==> src/rtl/hazard_forward_unit.sv <==
// Load-use stall detection and EX operand forwarding, driven by a three-stage
// shadow copy (EX/MEM/WB) of the core pipeline.
module hazard_forward_unit #(
  parameter int AW       = 5,
  parameter int ZERO_REG = 31,
  parameter int NSRC     = 2,
  parameter int CNT_W    = 16
) (
  input  logic                clk,
  input  logic                rst_n,
  input  logic                id_valid,
  input  logic [NSRC*AW-1:0]  id_src,
  input  logic [NSRC-1:0]     id_src_used,
  input  logic [AW-1:0]       id_rd,
  input  logic                id_regwrite,
  input  logic                id_memread,
  input  logic                flush,
  input  logic                stat_clr,
  output logic                stall_id,
  output logic [2*NSRC-1:0]   fwd_sel,
  output logic [CNT_W-1:0]    stall_count
);

  localparam logic [AW-1:0] ZeroIdx = AW'(ZERO_REG);

  logic               exValid;
  logic [NSRC*AW-1:0] exSrc;
  logic [NSRC-1:0]    exSrcUsed;
  logic [AW-1:0]      exRd;
  logic               exRegwrite;
  logic               exMemread;

  logic               memValid;
  logic [AW-1:0]      memRd;
  logic               memRegwrite;

  logic               wbValid;
  logic [AW-1:0]      wbRd;
  logic               wbRegwrite;

  logic exWriting;
  logic memWriting;
  logic wbWriting;
  logic srcHit;

  assign exWriting  = exValid  && exRegwrite  && (exRd  != ZeroIdx);
  assign memWriting = memValid && memRegwrite && (memRd != ZeroIdx);
  assign wbWriting  = wbValid  && wbRegwrite  && (wbRd  != ZeroIdx);

  always_comb begin
    srcHit = 1'b0;
    for (int i = 0; i < NSRC; i++) begin
      if (id_src_used[i] && (id_src[i*AW +: AW] == exRd)) srcHit = 1'b1;
    end
  end

  // Flush wins over the stall: the consumer is being killed anyway.
  assign stall_id = id_valid && !flush && exWriting && exMemread && srcHit;

  // MEM is the younger producer, so it is checked first.
  always_comb begin
    fwd_sel = '0;
    for (int i = 0; i < NSRC; i++) begin
      if (exValid && exSrcUsed[i]) begin
        if (memWriting && (memRd == exSrc[i*AW +: AW])) fwd_sel[2*i +: 2] = 2'b10;
        else if (wbWriting && (wbRd == exSrc[i*AW +: AW])) fwd_sel[2*i +: 2] = 2'b01;
      end
    end
  end

  always_ff @(posedge clk or negedge rst_n) begin
    if (!rst_n) begin
      exValid     <= 1'b0;
      exSrc       <= '0;
      exSrcUsed   <= '0;
      exRd        <= '0;
      exRegwrite  <= 1'b0;
      exMemread   <= 1'b0;
      memValid    <= 1'b0;
      memRd       <= '0;
      memRegwrite <= 1'b0;
      wbValid     <= 1'b0;
      wbRd        <= '0;
      wbRegwrite  <= 1'b0;
    end else begin
      wbValid     <= memValid;
      wbRd        <= memRd;
      wbRegwrite  <= memRegwrite;
      memValid    <= exValid;
      memRd       <= exRd;
      memRegwrite <= exRegwrite;
      exValid     <= id_valid && !stall_id && !flush;
      exSrc       <= id_src;
      exSrcUsed   <= id_src_used;
      exRd        <= id_rd;
      exRegwrite  <= id_regwrite;
      exMemread   <= id_memread;
    end
  end

  always_ff @(posedge clk or negedge rst_n) begin
    if (!rst_n) begin
      stall_count <= '0;
    end else if (stat_clr) begin
      stall_count <= '0;
    end else if (stall_id && (stall_count != '1)) begin
      stall_count <= stall_count + CNT_W'(1);
    end
  end

endmodule

==> config.mk <==
export PLATFORM = sky130hd
export DESIGN_NAME = hazard_forward_unit
export DESIGN_NICKNAME = d
export VERILOG_FILES = /design/src/rtl/hazard_forward_unit.sv
export SDC_FILE = /design/constraint.sdc
export NUM_CORES = 1
export LEC_CHECK = 0
export BUFFER_PORTS_ARGS = -buffer_cell sky130_fd_sc_hd__buf_2
export CAP_MARGIN = 20
export CELL_PAD_IN_SITES_DETAIL_PLACEMENT = 1
export CELL_PAD_IN_SITES_GLOBAL_PLACEMENT = 2
export CORE_UTILIZATION = 35
export DETAILED_ROUTE_END_ITERATION = 8
export PLACE_DENSITY_LB_ADDON = 0.1
export SKIP_CTS_REPAIR_TIMING = 1
export SLEW_MARGIN = 20
export SYNTH_ARGS = -nofsm -noshare
export SYNTH_HDL_FRONTEND = slang
export SYNTH_SLANG_ARGS = --single-unit
export TNS_END_PERCENT = 5
==> constraint.sdc <==
create_clock -name clk -period 2.2 [get_ports clk]
set_input_delay 0.44 -clock clk [delete_from_list [all_inputs] [get_ports clk]]
set_output_delay 0.44 -clock clk [all_outputs]
set_load 0.05 [all_outputs]
== After elaboration in Yosys (flattened, before gate mapping) ==
Cells that the tools add are included.
Word-level totals
  logic and storage cells: 58
  register bits after elaboration: 50
  bits of input ports: 24
Cells by class
  add/subtract/negate cells: 1
  eq/ne operators: 10
  muxes and demuxes: 10
  reduce and logical (&&, ||, !) cells: 24
Operator list (number)
  two-way mux 16 bit: 2
  equality test 5 bit: 6
  logical AND 1 bit: 21
  adder 16 x 1 -> 16 bit, second input constant: 1
  inequality test 16 bit, second input constant: 1
  inequality test 5 bit, second input constant: 3
  two-way mux 2 bit: 4
  two-way mux 1 bit: 4
  zero test 1 bit: 2
  nonzero test 2 bit: 1

== Depth between registers and ports, before layout ==
  depth in word-level cells: 8
  depth in mapped cells: 7

== Least setup slack after synthesis ==
No wires, ideal clock.
  kind: register to output
  start: register wbRd[3]
  end: output fwd_sel[0]
  slack: -0.210 ns
  arrival: 1.970 ns
  cell stages (with the launch flop): 5
  data required time: 1.760 ns
  cell sequence: dfrtp_1 xor2_1 nor4_1 nand4_1 nor3_1
Between the ends
  cells in the longest elaborated chain, start to end: 6
RTL lines
  from (decl): line 38  | logic [AW-1:0] wbRd;
  from (signal assigned): line 87  | wbRd <= memRd;
  inequality test 5 bit: line 48  | assign wbWriting = wbValid && wbRegwrite && (wbRd != ZeroIdx);
  logical AND 1 bit: line 48
  logical AND 1 bit *: line 66  | else if (wbWriting && (wbRd == exSrc[i*AW +: AW])) fwd_sel[2*i +: 2] = 2'b01;
  two-way mux 1 bit *: line 66
  two-way mux 2 bit *: line 65  | if (memWriting && (memRd == exSrc[i*AW +: AW])) fwd_sel[2*i +: 2] = 2'b10;
  two-way mux 2 bit *: line 64  | if (exValid && exSrcUsed[i]) begin
  to (decl): line 20  | output logic [2*NSRC-1:0] fwd_sel,
Mark *: on every way between the ends. The rest lies on a longest branch, timed or not.

== Worst setup path after layout ==
  start: register memRd[2]
  end: output fwd_sel[1]
Between the ends
  cells in the longest elaborated chain, start to end: 5
RTL lines
  from (decl): line 34  | logic [AW-1:0] memRd;
  from (signal assigned): line 90  | memRd <= exRd;
  inequality test 5 bit: line 47  | assign memWriting = memValid && memRegwrite && (memRd != ZeroIdx);
  logical AND 1 bit: line 47
  logical AND 1 bit *: line 65
  two-way mux 2 bit *: line 65
  two-way mux 2 bit *: line 64
Marked as above.

==> reports/results.ini <==
[sta]
finalHoldViolCount=0
period_minus_slack_ns=2.21
tns_ns=-0.00550
fin_crit_sh_pct=100
slew_violations=0
hold_ws_ns=0.196
setup_ws_ns=-0.00550
relSlewSlack_pct=50.1
setup_viol=1
fmax_ghz=0.453
worst_slew_pin_slew_ns=0.748
rsz0062_at_grt=true
skew_ns=0.00224

[grt]
grt_pass1_wl_um=8440
grt_pass1_vias=1707
grt_use_total_pct=17.3
gr-total-overflow=0
grt_max_degree=36
grt_antenna_before_repair=0

[status]
status=finished with violations
violations=negative setup slack

[drt]
drt-total-wl_um=5060
vias=1572
wl_per_cell_um=16.1
drtIter0Drc=56
drc_errors=0
drt_pass1_iterations=4
ant_nets=0
vias_per_cell=5.01

[pwr]
p_leak_nw=1.20
switching_share_pct=23.0
power_frac_clock_pct=36.4
vdd_ir_drop_max_uv=286
finalPower_mw=1.76
p_int_mw=1.35
p_per_area_nw_per_um2=646
pwr-share-comb_pct=7.4
seqPwrFrac_pct=56.2
p_switching_mw=0.404

[clock_network]
cts_max_path_buffers=2
worstSkewPairLatency_ns=0.30
htreeDepth=2
clockRootBuffer=clkbuf_8
cts_inserted_buffers=5
clkSlewWorstSetupHoldPaths_ns=0.09
clock-sinks=50
cts_tree=built

[synthesis]
ys_seq_area_share_pct=57.3
synth_cells=183
syn_area_per_cell_um2=11.9
synth_cell_type_count=37
yosys_warnings=0
ys_seq_elements=50
syn_nets=208
netlist_area_um2=2180

[place]
port_buffers=44
place_congestion=0.772
dp_slack_ns=0.0607
hpwl_um=3870

[final_layout]
drive_gt1_share_pct=36.8
final_nets=263
postLayoutCoreUtil_pct=45.6
syn2layout_area_growth_pct=24.4
antenna_cells=0
final_cell_mix=dfrtp_1, buf_2, xnor2_1
final_common_cell=dfrtp_1

[floorplanning]
pin_count=45
die_y_um=81.0
start_util_pct=36.7
coreArea_um2=5960
dieWidth_um=81.0
die_area_um2=6560
rows=28

[worst_setup_path]
end_kind=output port
worstSetupPathType=reg2out
cp-start-kind=flip-flop
required_ns=1.76
cp_max_fo=4
arrival_ns=1.77

[job]
cap_violations=0

[min_path]
holdCritPathClass=in2async

[metal layers]
layer | wire (um) | global-route usage, %
met1 | 2060 | 20.3
met2 | 2830 | 32.0
met3 | 109 | 3.03
met4 | 55 | 4.82
met5 | 0 | 0
[synthesized netlist by cell type, drive strengths merged]
cell type / instances / area [um^2]
clkbuf: 1 / 13.8
and3: 5 / 32.5
mux2: 2 / 22.5
nand2: 8 / 37.5
nor4: 4 / 25.0
nor2: 12 / 45.0
o31ai: 4 / 30.0
o211ai: 2 / 15.0
or2b: 1 / 7.51
dfrtp: 50 / 1250
nor2b: 2 / 12.5
a21o: 1 / 7.51
or3: 4 / 27.5
nand3: 12 / 65.1
and4: 1 / 11.3
nor3: 3 / 15.0
or2: 2 / 15.0
a21oi: 8 / 40.0
o21ai: 4 / 20.0
or4: 4 / 30.0
mux2i: 1 / 10.0
a211oi: 1 / 12.5
o22ai: 1 / 20.0
nand4: 9 / 56.3
and2: 1 / 7.51
xnor2: 18 / 158
ha: 1 / 12.5
o31a: 1 / 17.5
inv: 2 / 7.51
buf: 2 / 18.8
xor2: 16 / 140
[metrics by stage]
stage | cell area [um^2] | std cells
after floorplan | 2190 | 183
after global placement | 2510 | 304
after detailed placement | 2510 | 304
after CTS | 2620 | 312
after global routing | 2720 | 314
final | 2720 | 314
[flip-flops by register name, indices dropped and copies added, names as in the netlist]
register     count
stall_count     16
exSrc           10
exRd             5
memRd            5
wbRd             5
exSrcUsed        2
exMemread        1
exRegwrite       1
exValid          1
memRegwrite      1
memValid         1
wbRegwrite       1
wbValid          1
[critical path: stages (launching register included)]
cell      delay [ns]
dfrtp_2         0.45
nand3_2         0.08
o211ai_1        0.14
nor4_2          0.31
buf_4           0.16
and3_4          0.18
buf_8           0.14
[cell type report]
type	count	area (um^2)
multi-input cells	128	941
clock buffers	6	72.6
fillers	672	3240
repair buffers	51	304
inverters	2	7.51
clock inverters	2	37.5
well taps	75	93.8
flip-flops and latches	50	1260
[power groups by stage]
stage | Sequential, mW | Clock (mW) | Combinational, mW
final | 0.987 | 0.639 | 0.130
after CTS | 0.986 | 0.655 | 0.124
after global routing | 0.992 | 0.704 | 0.145
after floorplan | 0.993 | 0 | 0.0659
after global placement | 1.00 | 0 | 0.119
after detailed placement | 1.00 | 0 | 0.124
[kinds of logic (layout without fill, tap and decap cells)]
group           count (synthesis)  in the layout  synth area share [%]
compound gates                 22             22                  7.45
buf+inv                         5             61                  1.83
fa+ha+maj                       1              1                 0.573
simple gates                   68             68                  17.8
flops                          50             50                  57.3
mux                             3              3                  1.49
xor+xnor                       34             34                  13.6
[path summary, 6_finish.rpt]
check | slack (ns) | cells after the start | to | from
max in group asynchronous | 1.36 | 2 | stall_count[14]$_DFFE_PN0P_ | rst_n
min reg2reg | 0.39 | 0 | memRegwrite$_DFF_PN0_ | exRegwrite$_DFF_PN0_
min | 0.20 | 1 | stall_count[1]$_DFFE_PN0P_ | rst_n
max reg2reg | 0.20 | 6 | stall_count[5]$_DFFE_PN0P_ | exRd[4]$_DFF_PN0_
min in group clk | 0.24 | 1 | exRd[1]$_DFF_PN0_ | id_rd[1]
max | -0.006 | 6 | fwd_sel[1] | memRd[2]$_DFF_PN0_
No activity file was read; power rests on OpenSTA's default activity.
